--- config.mk ---
export PLATFORM = sky130hd
export DESIGN_NAME = operand_mux_pipe_flat
export DESIGN_NICKNAME = d
export VERILOG_FILES = /design/src/rtl/operand_mux_pipe_pkg.sv /design/src/rtl/operand_mux_pipe_if.sv /design/src/rtl/operand_mux_pipe_sel.sv /design/src/rtl/operand_mux_pipe.sv /design/src/flat_wrapper.sv
export SDC_FILE = /design/constraint.sdc
export NUM_CORES = 1
export LEC_CHECK = 0
export CAP_MARGIN = 20
export CORE_MARGIN = 10
export CORE_UTILIZATION = 45
export DETAILED_ROUTE_END_ITERATION = 6
export GPL_TIMING_DRIVEN = 1
export PLACE_DENSITY = 0.87
export RECOVER_POWER = 50
export SETUP_SLACK_MARGIN = 0.3
export SLEW_MARGIN = 10
export SYNTH_ARGS = -nofsm -noshare
export SYNTH_HDL_FRONTEND = slang
export SYNTH_SLANG_ARGS = --single-unit
--- constraint.sdc ---
create_clock -name clk -period 1.92 [get_ports clk]
set_clock_uncertainty 0.05 [all_clocks]
set_input_delay 0.384 -clock clk [delete_from_list [all_inputs] [get_ports clk]]
set_output_delay 0.384 -clock clk [all_outputs]
set_load 0.01 [all_outputs]
--- src/rtl/operand_mux_pipe_pkg.sv ---
// Shared definitions for operand_mux_pipe: FSM state constants and a
// parameter sanity helper.
package opmux_pkg;

  localparam logic [1:0] ST_EMPTY = 2'd0;
  localparam logic [1:0] ST_ONE   = 2'd1;
  localparam logic [1:0] ST_FULL  = 2'd2;

  // True when the channel count is legal and the select field can address every channel.
  function automatic bit sel_width_ok(input int unsigned sel_width, input int unsigned num_in);
    return (num_in >= 2) && (num_in <= 16) && ((32'd1 << sel_width) >= num_in);
  endfunction

endpackage

--- src/rtl/operand_mux_pipe_if.sv ---
// Handshake/data bundle for operand_mux_pipe. sel_err exists only when
// OPMUX_SEL_CHECK_EN is defined.
interface operand_mux_pipe_if #(
  parameter int unsigned DATA_WIDTH = 16,
  parameter int unsigned NUM_IN     = 4,
  parameter int unsigned SEL_WIDTH  = 2
);
  logic                         in_valid;
  logic                         in_ready;
  logic [SEL_WIDTH-1:0]         sel;
  logic [NUM_IN*DATA_WIDTH-1:0] din;
  logic                         flush;
  logic                         out_valid;
  logic                         out_ready;
  logic [DATA_WIDTH-1:0]        dout;
  logic [SEL_WIDTH-1:0]         out_sel;
`ifdef OPMUX_SEL_CHECK_EN
  logic                         sel_err;
`endif

  // Upstream/downstream agent side.
  modport master (
    output in_valid, sel, din, flush, out_ready,
    input  in_ready, out_valid, dout, out_sel
`ifdef OPMUX_SEL_CHECK_EN
    , input sel_err
`endif
  );

  // operand_mux_pipe side.
  modport slave (
    input  in_valid, sel, din, flush, out_ready,
    output in_ready, out_valid, dout, out_sel
`ifdef OPMUX_SEL_CHECK_EN
    , output sel_err
`endif
  );
endinterface

--- src/rtl/operand_mux_pipe_sel.sv ---
// Combinational NUM_IN:1 channel selector; out-of-range selects yield channel 0.
module opmux_sel #(
  parameter int unsigned DATA_WIDTH = 16,
  parameter int unsigned NUM_IN     = 4,
  parameter int unsigned SEL_WIDTH  = 2
) (
  input  logic [SEL_WIDTH-1:0]         sel_i,
  input  logic [NUM_IN*DATA_WIDTH-1:0] din_i,
  output logic [DATA_WIDTH-1:0]        dout_o
);

  // Channel 0 is the default; any matching in-range index overrides it.
  always_comb begin
    dout_o = din_i[DATA_WIDTH-1:0];
    for (int unsigned k = 1; k < NUM_IN; k++) begin
      if (32'(sel_i) == k) dout_o = din_i[k*DATA_WIDTH +: DATA_WIDTH];
    end
  end

endmodule

--- src/rtl/operand_mux_pipe.sv ---
// operand_mux_pipe: N-input operand selector feeding a two-entry elastic
// buffer (head + skid) with valid/ready handshake and synchronous flush.
// Optional sticky out-of-range flag under OPMUX_SEL_CHECK_EN.
module operand_mux_pipe
  import opmux_pkg::*;
#(
  parameter int unsigned DATA_WIDTH = 16,
  parameter int unsigned NUM_IN     = 4,
  parameter int unsigned SEL_WIDTH  = 2
) (
  input logic               clk,
  input logic               rst,
  operand_mux_pipe_if.slave bus
);

  localparam int unsigned EW = SEL_WIDTH + DATA_WIDTH;

  if (!sel_width_ok(SEL_WIDTH, NUM_IN)) begin : g_param_err
    $error("operand_mux_pipe: illegal NUM_IN/SEL_WIDTH combination");
  end

  logic [1:0]            state_q, state_d;
  logic [EW-1:0]         head_q, head_d;
  logic [EW-1:0]         skid_q, skid_d;
  logic [DATA_WIDTH-1:0] sel_data;
  logic [EW-1:0]         new_entry;
  logic                  accept;
  logic                  pop;

  opmux_sel #(
    .DATA_WIDTH(DATA_WIDTH),
    .NUM_IN    (NUM_IN),
    .SEL_WIDTH (SEL_WIDTH)
  ) u_sel (
    .sel_i (bus.sel),
    .din_i (bus.din),
    .dout_o(sel_data)
  );

  assign new_entry     = {bus.sel, sel_data};
  assign bus.in_ready  = (state_q != ST_FULL);
  assign bus.out_valid = (state_q != ST_EMPTY);
  assign bus.dout      = head_q[DATA_WIDTH-1:0];
  assign bus.out_sel   = head_q[EW-1:DATA_WIDTH];
  assign accept        = bus.in_valid && bus.in_ready;
  assign pop           = bus.out_valid && bus.out_ready;

  // Next-state and data-register update; flush wins over accept/pop and leaves data stale.
  always_comb begin
    state_d = state_q;
    head_d  = head_q;
    skid_d  = skid_q;
    case (state_q)
      ST_EMPTY: if (accept) begin
        head_d  = new_entry;
        state_d = ST_ONE;
      end
      ST_ONE: begin
        if (accept && pop) begin
          head_d = new_entry;
        end else if (accept) begin
          skid_d  = new_entry;
          state_d = ST_FULL;
        end else if (pop) begin
          state_d = ST_EMPTY;
        end
      end
      ST_FULL: if (pop) begin
        head_d  = skid_q;
        state_d = ST_ONE;
      end
      default: state_d = ST_EMPTY;
    endcase
    if (bus.flush) begin
      state_d = ST_EMPTY;
      head_d  = head_q;
      skid_d  = skid_q;
    end
  end

  // State and entry registers.
  always_ff @(posedge clk or posedge rst) begin
    if (rst) begin
      state_q <= ST_EMPTY;
      head_q  <= '0;
      skid_q  <= '0;
    end else begin
      state_q <= state_d;
      head_q  <= head_d;
      skid_q  <= skid_d;
    end
  end

`ifdef OPMUX_SEL_CHECK_EN
  logic sel_err_q;
  logic sel_oor;

  assign sel_oor     = (32'(bus.sel) >= NUM_IN);
  assign bus.sel_err = sel_err_q;

  // Sticky out-of-range flag; only reset clears it.
  always_ff @(posedge clk or posedge rst) begin
    if (rst) begin
      sel_err_q <= 1'b0;
    end else if (accept && !bus.flush && sel_oor) begin
      sel_err_q <= 1'b1;
    end
  end
`endif

endmodule
--- src/flat_wrapper.sv ---
// flat-port wrapper written by rule: the top's interface ports become plain ports
module operand_mux_pipe_flat import opmux_pkg::*;
#(
  parameter int unsigned DATA_WIDTH = 16,
  parameter int unsigned NUM_IN     = 4,
  parameter int unsigned SEL_WIDTH  = 2
)
  (clk, rst, bus_in_valid, bus_sel, bus_din, bus_flush, bus_out_ready, bus_in_ready, bus_out_valid, bus_dout, bus_out_sel);
  operand_mux_pipe_if #(.DATA_WIDTH(DATA_WIDTH), .NUM_IN(NUM_IN), .SEL_WIDTH(SEL_WIDTH)) bus_i ();
  input logic clk;
  input logic rst;
  input wire logic [$bits(bus_i.in_valid)-1:0] bus_in_valid;
  input wire logic [$bits(bus_i.sel)-1:0] bus_sel;
  input wire logic [$bits(bus_i.din)-1:0] bus_din;
  input wire logic [$bits(bus_i.flush)-1:0] bus_flush;
  input wire logic [$bits(bus_i.out_ready)-1:0] bus_out_ready;
  output wire logic [$bits(bus_i.in_ready)-1:0] bus_in_ready;
  output wire logic [$bits(bus_i.out_valid)-1:0] bus_out_valid;
  output wire logic [$bits(bus_i.dout)-1:0] bus_dout;
  output wire logic [$bits(bus_i.out_sel)-1:0] bus_out_sel;
  assign bus_i.in_valid = bus_in_valid;
  assign bus_i.sel = bus_sel;
  assign bus_i.din = bus_din;
  assign bus_i.flush = bus_flush;
  assign bus_i.out_ready = bus_out_ready;
  assign bus_in_ready = bus_i.in_ready;
  assign bus_out_valid = bus_i.out_valid;
  assign bus_dout = bus_i.dout;
  assign bus_out_sel = bus_i.out_sel;
  operand_mux_pipe #(.DATA_WIDTH(DATA_WIDTH), .NUM_IN(NUM_IN), .SEL_WIDTH(SEL_WIDTH)) u_core (.clk(clk), .rst(rst), .bus(bus_i));
endmodule
==> reports/qor.yml <==
status:
  status: "completed"
grt:
  grt_max_degree: 39
  antenna_found_initial: 0
  track_usage: 0.1658
  grt_pass1_vias: 2406
  grt_pass1_wl_mm: 11.70
  overflow: 0
cts:
  cts_hold_buf: 0
  cts_buffers: 5
  root_buffer: "clkbuf_8"
  htreeDepth: 2
  clock_path_buffers: 2
  clock-sinks: 38
  cts_tree: "yes"
  clk_latency_ps: 300
  clk_pin_slew_ps: 70
floorplanning:
  fp-row-count: 26
  start_util: 0.4688
  die_area_mm2: 0.008724
  die_x_um: 93.41
  boundaryPins: 91
  die_y_um: 93.41
  core_mm2: 0.005172
sta:
  fmax_mhz: 603.4
  rsz0062_at_grt: "true"
  hold_viol_final: 0
  slew_violations: 0
  hold_ws_ps: 420.9
  slew_headroom: 0.3599
  timing.final.crit_share: 0.8632
  setup_violations: 0
  setup_tns_ps: 0
  worstMarginPinSlew_ps: 960.2
  min_period_ps: 1657
logic_synthesis:
  synth_edf_count: 0
  synthArstFlopShare: 1.000
  syn_inst: 228
  synth_ff_type: "dfrtp_1"
  synth.avg_cell_area_um2: 10.64
  netlist_area_mm2: 0.002425
  seq_area_frac_synth: 0.3922
  synth.distinct_cells: 30
  synth.ff_latch_count: 38
  syn-num-nets: 299
  synth-warning-count: 0
setup_path:
  worst-r2r-cell-count: 6
  cp-startpoint: "u_core.state_q[0]"
  timing.rr.end: "u_core.head_q[3]"
  r2r-start: "u_core.state_q[0]"
  end_kind: "flop"
  endpoint: "u_core.head_q[3]"
  ff2ff_setup_slack_ps: 260
  path_max_fanout: 16
  required_ps: 2050
  critPathArrivalTime_ps: 1790
  path_class: "reg -> reg"
  start_kind: "flop"
drt:
  ant_nets: 0
  drc: 0
  dr_total_vias: 2146
  drtPass1Iterations: 4
  detail_route.wl_per_cell_um: 18.34
  routed_wl_mm: 7.298
  first_iter_violations: 158
  routed_via_density: 5.392
cells_and_area:
  final_util: 0.6814
  drive_gt1_frac: 0.2073
  area_growth_syn_to_layout_pct: 45.36
  layout.nets: 398
  n_antenna_cell: 0
  final_cells: 398
placed_design:
  dp.cells: 386
  gp_congestion: 0.7895
  hpwlAfterDp_mm: 5.443
  io_buffers: 90
hold_path:
  hold_path.class: "in -> reg"
  hp-start: "bus_out_ready"
flow_run:
  cap_violations: 0
power_and_ir_drop:
  p_leak_nw: 1.529
  vdd_drop_max_v: 0.0004090
  powerDensity_mw_per_mm2: 710.8
[per-layer routing]
metal,vias to the layer above,routed length [um],global-route usage
li1,1018,-,-
met1,1030,2869,0.1807
met2,84,3777,0.2952
met3,14,460,0.04237
met4,0,191,0.07326
met5,-,0,0
[worst min-delay path by stage]
stage	slack, ps	cells past startpoint	endpoint
after floorplan	400	1	u_core.state_q[1]
after global placement	430	1	u_core.head_q[12]
after detailed placement	440	1	u_core.head_q[13]
after CTS	410	2	u_core.state_q[1]
after global routing	450	2	u_core.state_q[1]
final	420	2	u_core.state_q[1]
[final cells by class]
class | instances | area (um2)
fill | 412 | 1648
multi-input combinational | 154 | 1279
timing repair buffer | 110 | 1044
sequential | 38 | 952.2
tap | 70 | 87.58
clock buffer | 6 | 82.58
inverter | 18 | 67.56
clock inverter | 2 | 12.51
[state kept, by name, indices dropped and copies added (netlist names)]
register and count:
u_core.state_q 2, u_core.head_q 18, u_core.skid_q 18
[cell usage after synthesis (2+ instances only)]
cell / instances / share of area
inv_1: 17 / 0.026
nor2_2: 7 / 0.018
buf_6: 7 / 0.033
mux2i_1: 49 / 0.20
dfrtp_1: 38 / 0.39
clkbuf_1: 3 / 0.0046
buf_2: 2 / 0.0041
or2_2: 2 / 0.0052
nor2_1: 11 / 0.017
buf_4: 4 / 0.012
o21ai_0: 20 / 0.041
a21oi_1: 18 / 0.037
o32a_1: 16 / 0.066
mux2_2: 18 / 0.084
[what timing repair did]
action,4_1_cts,5_1_grt
buffers inserted,3,1
gates resized for setup,34,6
pin swaps,1,3
endpoints found under the setup margin,56,10
[power by group]
part           internal, W  total (W)  switching, W
Sequential         0.00100    0.00112      0.000117
Combinational     0.000439   0.000795      0.000355
Clock             0.000289   0.000593      0.000304
[stage by stage]
step | instance area (um2) | total power (W) | worst slack, ps
3_3_place_gp | 3392 | 0.001922 | -229.7
2_1_floorplan | 2425 | 0.001535 | 390.7
4_1_cts | 3508 | 0.002500 | 197.2
5_1_grt | 3525 | 0.002635 | 190.4
6_report | 3525 | 0.002505 | 262.7
3_5_place_dp | 3392 | 0.001966 | -292.1
[placed cells by master (no fill, tap or decap), types with 11 or more instances in the layout]
| cell | n |
|---|---|
| o32a_1 | 16 |
| inv_1 | 17 |
| clkdlybuf4s50_1 | 65 |
| o21ai_0 | 18 |
| mux2_2 | 18 |
| a21oi_1 | 18 |
| dfrtp_1 | 37 |
| buf_4 | 13 |
| nor2_1 | 11 |
| dlygate4sd2_1 | 21 |
| mux2i_1 | 49 |
[kinds of logic after synthesis]
| family | count (synthesis) | synth area share |
|---|---|---|
| DFF | 38 | 0.3922 |
| AOI/OAI and AO/OA | 58 | 0.1579 |
| buffers and inverters | 36 | 0.09185 |
| muxes | 67 | 0.2859 |
| and+or+nand+nor | 29 | 0.07224 |
[worst max-delay path: stages, from the launching register on]
cell and delay (ps):
dfrtp_2 400, clkbuf_1 230, and3b_1 220, a21oi_2 230
nor2_4 80, buf_12 160, o32a_1 170
No activity file was read; power rests on OpenSTA's default activity.
